$ cat config.mk
export PLATFORM = sky130hd
export DESIGN_NAME = sccb_multi_cam_config
export DESIGN_NICKNAME = d
export VERILOG_FILES = /design/src/rtl/sccb_multi_cam_config.sv
export SDC_FILE = /design/constraint.sdc
export NUM_CORES = 1
export LEC_CHECK = 0
export CAP_MARGIN = 20
export CORE_ASPECT_RATIO = 0.5
export CORE_MARGIN = 1.5
export CORE_UTILIZATION = 48
export CTS_CLUSTER_SIZE = 14
export DETAILED_ROUTE_END_ITERATION = 8
export PLACE_DENSITY = 0.76
export SLEW_MARGIN = 5
export SYNTH_ARGS = -nofsm -noshare
export SYNTH_HDL_FRONTEND = slang
export SYNTH_SLANG_ARGS = --single-unit
$ cat constraint.sdc
create_clock -name clk -period 2 [get_ports clk]
set_input_delay 0.3 -clock clk [delete_from_list [all_inputs] [get_ports clk]]
set_output_delay 0.3 -clock clk [all_outputs]
set_load 0.05 [all_outputs]
$ cat src/rtl/sccb_multi_cam_config.sv
// Multi-camera SCCB configuration sequencer: reset/wake each camera, then stream
// the register ROM into an i2c_sender for every camera in turn, with delays and resend.
module sccb_multi_cam_config #(
    parameter int unsigned NUM_CAMS     = 2,
    parameter logic [7:0]  CAM_ADDR     = 8'h42,
    parameter int unsigned ADDR_W       = 8,
    parameter int unsigned XCLK_DIV     = 2,
    parameter int unsigned RESET_CYCLES = 16,
    parameter int unsigned DELAY_CYCLES = 1000000,
    parameter logic [15:0] END_CMD      = 16'hFFFF,
    parameter logic [15:0] DELAY_CMD    = 16'hFFF0,
    localparam int unsigned CS_W        = (NUM_CAMS > 1) ? $clog2(NUM_CAMS) : 1
) (
    input  logic                clk,
    input  logic                rst,
    input  logic                resend,
    output logic [ADDR_W-1:0]   rom_addr,
    input  logic [15:0]         rom_data,
    output logic                i2c_send,
    output logic [7:0]          i2c_id,
    output logic [7:0]          i2c_reg,
    output logic [7:0]          i2c_value,
    input  logic                i2c_taken,
    output logic [CS_W-1:0]     cam_sel,
    output logic [NUM_CAMS-1:0] config_finished,
    output logic                all_finished,
    output logic [NUM_CAMS-1:0] cam_reset,
    output logic [NUM_CAMS-1:0] pwdn,
    output logic                xclk
);

    localparam int unsigned HALF_DIV = XCLK_DIV / 2;
    localparam int unsigned XC_W     = (HALF_DIV > 1) ? $clog2(HALF_DIV) : 1;
    localparam int unsigned CNT_MAX  = (DELAY_CYCLES > RESET_CYCLES) ? DELAY_CYCLES : RESET_CYCLES;
    localparam int unsigned CNT_W    = $clog2(CNT_MAX + 1);

    typedef enum logic [2:0] {
        RST_HOLD,
        WAKE,
        FETCH,
        DECODE,
        SEND,
        DELAY,
        DONE
    } state_e;

    state_e              state_q, state_d;
    logic [CNT_W-1:0]    cnt_q, cnt_d;
    logic [ADDR_W-1:0]   rom_addr_q, rom_addr_d;
    logic                i2c_send_q, i2c_send_d;
    logic [7:0]          i2c_reg_q, i2c_reg_d;
    logic [7:0]          i2c_value_q, i2c_value_d;
    logic [CS_W-1:0]     cam_sel_q, cam_sel_d;
    logic [NUM_CAMS-1:0] cfg_done_q, cfg_done_d;
    logic                all_done_q, all_done_d;
    logic [NUM_CAMS-1:0] cam_reset_q, cam_reset_d;
    logic                resend_pending_q, resend_pending_d;
    logic                xclk_q, xclk_d;
    logic [XC_W-1:0]     xclk_cnt_q, xclk_cnt_d;
    logic                resend_now;
    logic                restart;

    // A resend arriving this very cycle is honoured at the same boundary as a stored one.
    assign resend_now = resend_pending_q | resend;

    // Free-running xclk divider; only rst stops it.
    always_comb begin
        xclk_cnt_d = xclk_cnt_q + XC_W'(1);
        xclk_d     = xclk_q;
        if (xclk_cnt_q == XC_W'(HALF_DIV - 1)) begin
            xclk_cnt_d = '0;
            xclk_d     = ~xclk_q;
        end
    end

    // Sequencer next-state and outputs.
    always_comb begin
        state_d          = state_q;
        cnt_d            = cnt_q;
        rom_addr_d       = rom_addr_q;
        i2c_send_d       = 1'b0;
        i2c_reg_d        = i2c_reg_q;
        i2c_value_d      = i2c_value_q;
        cam_sel_d        = cam_sel_q;
        cfg_done_d       = cfg_done_q;
        cam_reset_d      = cam_reset_q;
        resend_pending_d = resend_now;
        restart          = 1'b0;

        case (state_q)
            RST_HOLD: begin
                cam_reset_d = '0;
                if (cnt_q == CNT_W'(RESET_CYCLES - 1)) begin
                    cnt_d       = '0;
                    cam_reset_d = '1;
                    state_d     = WAKE;
                end else begin
                    cnt_d = cnt_q + CNT_W'(1);
                end
            end
            WAKE: begin
                if (cnt_q == CNT_W'(RESET_CYCLES - 1)) begin
                    cnt_d   = '0;
                    state_d = FETCH;
                end else begin
                    cnt_d = cnt_q + CNT_W'(1);
                end
            end
            FETCH: begin
                if (resend_now) begin
                    restart = 1'b1;
                end else begin
                    state_d = DECODE;
                end
            end
            DECODE: begin
                // The last ROM word always ends the list so rom_addr never wraps silently.
                if ((rom_data == END_CMD) || (rom_addr_q == '1)) begin
                    cfg_done_d[cam_sel_q] = 1'b1;
                    if (cam_sel_q != CS_W'(NUM_CAMS - 1)) begin
                        cam_sel_d  = cam_sel_q + CS_W'(1);
                        rom_addr_d = '0;
                        state_d    = FETCH;
                    end else begin
                        state_d = DONE;
                    end
                end else if (rom_data == DELAY_CMD) begin
                    cnt_d   = CNT_W'(DELAY_CYCLES);
                    state_d = DELAY;
                end else begin
                    i2c_reg_d   = rom_data[15:8];
                    i2c_value_d = rom_data[7:0];
                    i2c_send_d  = 1'b1;
                    state_d     = SEND;
                end
            end
            SEND: begin
                if (i2c_taken) begin
                    rom_addr_d = rom_addr_q + ADDR_W'(1);
                    state_d    = FETCH;
                end else begin
                    i2c_send_d = 1'b1;
                end
            end
            DELAY: begin
                if (resend_now) begin
                    restart = 1'b1;
                end else if (cnt_q == '0) begin
                    rom_addr_d = rom_addr_q + ADDR_W'(1);
                    state_d    = FETCH;
                end else begin
                    cnt_d = cnt_q - CNT_W'(1);
                end
            end
            DONE: begin
                if (resend_now) begin
                    restart = 1'b1;
                end
            end
            default: state_d = RST_HOLD;
        endcase

        // Reconfiguration keeps cameras out of reset and skips the hold/wake phase.
        if (restart) begin
            cfg_done_d       = '0;
            cam_sel_d        = '0;
            rom_addr_d       = '0;
            resend_pending_d = 1'b0;
            state_d          = FETCH;
        end

        all_done_d = &cfg_done_d;
    end

    always_ff @(posedge clk) begin
        if (rst) begin
            state_q          <= RST_HOLD;
            cnt_q            <= '0;
            rom_addr_q       <= '0;
            i2c_send_q       <= 1'b0;
            i2c_reg_q        <= '0;
            i2c_value_q      <= '0;
            cam_sel_q        <= '0;
            cfg_done_q       <= '0;
            all_done_q       <= 1'b0;
            cam_reset_q      <= '0;
            resend_pending_q <= 1'b0;
            xclk_q           <= 1'b0;
            xclk_cnt_q       <= '0;
        end else begin
            state_q          <= state_d;
            cnt_q            <= cnt_d;
            rom_addr_q       <= rom_addr_d;
            i2c_send_q       <= i2c_send_d;
            i2c_reg_q        <= i2c_reg_d;
            i2c_value_q      <= i2c_value_d;
            cam_sel_q        <= cam_sel_d;
            cfg_done_q       <= cfg_done_d;
            all_done_q       <= all_done_d;
            cam_reset_q      <= cam_reset_d;
            resend_pending_q <= resend_pending_d;
            xclk_q           <= xclk_d;
            xclk_cnt_q       <= xclk_cnt_d;
        end
    end

    assign rom_addr        = rom_addr_q;
    assign i2c_send        = i2c_send_q;
    assign i2c_id          = CAM_ADDR;
    assign i2c_reg         = i2c_reg_q;
    assign i2c_value       = i2c_value_q;
    assign cam_sel         = cam_sel_q;
    assign config_finished = cfg_done_q;
    assign all_finished    = all_done_q;
    assign cam_reset       = cam_reset_q;
    assign pwdn            = '0;
    assign xclk            = xclk_q;

endmodule

==> results.txt <==
The clock input transition at the sequential cells of the worst setup and hold paths is 0.08 ns. STA classifies the critical path endpoint as a flip-flop. After synthesis the netlist holds a flip-flop and latch count of 56. The placed instance area was 4640 sq um; the met3 wirelength from detailed routing was 891 microns. The number of warnings printed during yosys synthesis is 0, and the power per cell area is 479 nW/um^2.

At the end of routability-driven placement, the weighted congestion stood at 0.907. The final design instance area without fill is 5130 sq um. The headroom to the max-slew limit came out at 0.639. The register with the most flip-flops in the final layout is cnt_q.

The tools report the leakage power summed over all cells as 0.00203 uW. The die width was 125 microns. For the DRC violation count after routing, the log shows 0. TritonCTS built the clock tree. For the final max-slew violation count, the log shows 0. Sequential fraction of the synthesis area: 0.314.

The first routing iteration left 375 violations. In this run the core area contains 21 standard-cell rows. The clock net in this run drives a total of 56 sinks. CTS built an H-tree with a depth of 2. The tools report the placeable core region as 6940 sq um. In the final design database the tool counted 599 nets. The aggregate global-route resource usage is 0.266, and the number of enable flip-flop cells after synthesis is 0.

Instance count after placement with tap cells included: 645. The share of layout cells above drive strength 1 came out at 0.302. The start-to-end type of the worst setup path was reg2reg. The run gives 0 as the number of hold buffers added after cts.

0 antenna diodes ended up in the layout. Kind of start point of the critical path: a flip-flop. The logs give 0 for the total global routing overflow and 2.22 ns for the endpoint arrival time on the critical path. The tree is rooted in a sky130_fd_sc_hd__clkbuf_16. Estimated wirelength of the detail-placed design: 7490 microns. The first global-routing pass estimated 17400 microns of wire.

The actual transition at the worst max-transition pin is 0.540 ns, and the peak clock frequency supported by timing is 506 MHz. The path class of the tightest hold or removal check is in2reg. The wire length per cell after detailed routing was 16.5 microns.

In the layout the commonest cells are 95 x sky130_fd_sc_hd__buf_4, 53 x sky130_fd_sc_hd__nor2_1, 42 x sky130_fd_sc_hd__dfxtp_1. Pin placement for this block handled 62 I/O pins. Summing over every cut layer, the via total after detailed routing is 3947. Relative to the synthesized area, the layout overhead comes to 43.6%. Dividing the detail-routed via count by the number of cells gives 5.91.

For the starting density of the core, the log shows 0.515. The gate count after technology mapping is 455. Routed signal wires occupy layers up through met4. The clock passes through at most 2 buffers.

The total power consumption of the routed design was 2450 uW; the biggest fanout along the worst timing path was 4. The number of global-route vias before repair is 3652, and the total detailed-routing wirelength is 11000 microns. Subtracting the final worst setup slack from the clock period gives 1.98 ns. The number of search-and-repair iterations in the first detailed-routing pass is 5, and the proportion of synthesized flip-flops having asynchronous set or reset is 0. Summed over all failing endpoints, the final setup total negative slack is 0 ns.

The worst-case IR drop observed on VDD is 344 uV. The tools report the CTS buffer count as 5. The logs give 4810 microns for the total routed wire length on the met1 layer and 0 for the count of endpoints failing hold in the final timing report. Max-cap violations in this run came to 0. The count of input and output buffers is 51, and the synthesized area per cell is 7.85 sq um.

For the worst-skew pair, the clock arrives at the later sink with an insertion delay of 0.30 ns. The post-route fraction of the period consumed by the critical path came out at 0.989. Most frequent standard cell in the layout excluding fill and tap cells: sky130_fd_sc_hd__buf_4. Setup repair after global routing could not meet its margin everywhere. For the cell area after synthesis, the log shows 3570 sq um. After the flow finishes, the layout carries non-filler instances totaling 668.

In this run, distinct cell masters in the synthesized netlist total 68. The number of antenna violations at the first check in global routing was 0; the number of nets with antenna violations after routing was 0. The tools report the die area as 8000 sq um. Among all flip-flop cells after synthesis, the most frequent one is sky130_fd_sc_hd__dfxtp_1. The largest net degree at the start of global routing is 27, and the final number of setup-violating endpoints is 0.

The register with the most flip-flops in the layout has 20 of them. The die extent in y works out to 64 microns. The flow ran to the end, and the final reports show no timing, DRC or antenna violations. The logs give 5090 microns for the detailed-routed wire length on met2 and 2.24 ns for the critical path data required time.

Between clock sinks in the finished design, the worst skew comes to 0.00925 ns.
-- layout make-up --
class | count | area, sq um
tap | 92 | 115
clock buffer | 6 | 129
timing repair buffer | 150 | 1290
sequential | 56 | 1150
fill | 490 | 1810
inverter | 10 | 40.0
multi-input combinational | 352 | 2380
clock inverter | 2 | 16.3
-- critical path: stages, from the launching register on --
cell and delay, ns:
sky130_fd_sc_hd__dfxtp_2 0.36, sky130_fd_sc_hd__or4_4 0.56, sky130_fd_sc_hd__or4_1 0.50, sky130_fd_sc_hd__o221ai_1 0.21
sky130_fd_sc_hd__a21oi_1 0.13, sky130_fd_sc_hd__nor3_2 0.15
-- kinds of logic (layout without fill, tap and decap cells) --
kind of cell | count (synthesis) | in the layout | synth area share
and+or+nand+nor | 197 | 197 | 0.299
AOI/OAI and AO/OA | 106 | 106 | 0.195
DFF | 56 | 56 | 0.314
buffers and inverters | 56 | 168 | 0.0858
muxes | 19 | 19 | 0.0532
xor gates and xnor gates | 15 | 15 | 0.0368
adders and majority gates | 4 | 4 | 0.0140
other | 2 | 11 | 0.00210
-- routing by layer --
| layer | track usage | vias to the layer above |
|---|---|---|
| met3 | 0.0653 | 26 |
| met2 | 0.435 | 190 |
| li1 | - | 1866 |
| met5 | 0 | - |
| met4 | 0.0753 | 0 |
| met1 | 0.353 | 1865 |
-- cell usage after synthesis (4+ instances only) --
master	n	area (sq um)
sky130_fd_sc_hd__a21oi_1	36	180
sky130_fd_sc_hd__nand4_1	11	68.8
sky130_fd_sc_hd__buf_4	13	97.6
sky130_fd_sc_hd__or4_1	5	37.5
sky130_fd_sc_hd__xnor2_1	11	96.3
sky130_fd_sc_hd__dfxtp_1	56	1120
sky130_fd_sc_hd__o22ai_1	7	43.8
sky130_fd_sc_hd__o21ai_1	6	30.0
sky130_fd_sc_hd__mux2i_1	19	190
sky130_fd_sc_hd__nor3_1	24	120
sky130_fd_sc_hd__nand2_1	39	146
sky130_fd_sc_hd__o21ai_0	15	75.1
sky130_fd_sc_hd__buf_2	9	45.0
sky130_fd_sc_hd__a31oi_1	6	37.5
sky130_fd_sc_hd__nand3_1	21	105
sky130_fd_sc_hd__ha_1	4	50.1
sky130_fd_sc_hd__nor4_1	7	43.8
sky130_fd_sc_hd__nor2_1	54	203
sky130_fd_sc_hd__inv_1	10	37.5
sky130_fd_sc_hd__o31ai_1	5	37.5
sky130_fd_sc_hd__clkbuf_1	18	67.6
sky130_fd_sc_hd__nand2b_1	4	25.0
sky130_fd_sc_hd__xor2_1	4	35.0
-- stage by stage --
step	setup WS, ns	util	hold slack (ns)
2_1_floorplan	-0.00302	-	0.436
6_report	0.0227	0.739	0.297
3_5_place_dp	-0.516	0.669	0.476
3_3_place_gp	-0.433	0.669	0.459
4_1_cts	0.000332	0.709	0.426
5_1_grt	-0.0617	0.739	0.307
-- final timing paths --
| kind | start | to | slack (ns) | cells past startpoint |
|---|---|---|---|---|
| hold / removal | rom_data[5] | i2c_value[5]$_SDFFE_PP0P_ | 0.30 | 3 |
| setup / recovery | cnt_q[10]$_SDFFE_PP0P_ | cnt_q[14]$_SDFFE_PP0P_ | 0.02 | 5 |
| setup reg to reg | cnt_q[10]$_SDFFE_PP0P_ | cnt_q[14]$_SDFFE_PP0P_ | 0.02 | 5 |
| hold reg to reg | config_finished[0]$_SDFF_PP0_ | config_finished[0]$_SDFF_PP0_ | 0.48 | 2 |
-- power breakdown --
part	total, uW	internal (uW)	leakage, uW	switching (uW)
logic	424	184	0.00150	240
clock network	900	469	0.0000671	431
registers	1130	1120	0.000461	11.6
-- timing repair --
action,in CTS,in global routing
setup endpoints to repair,48,31
gates resized for setup,21,46
pin swaps,9,19
cloned,1,0
buffers inserted,9,6
Note: power is estimated with default switching activity, not from simulation.
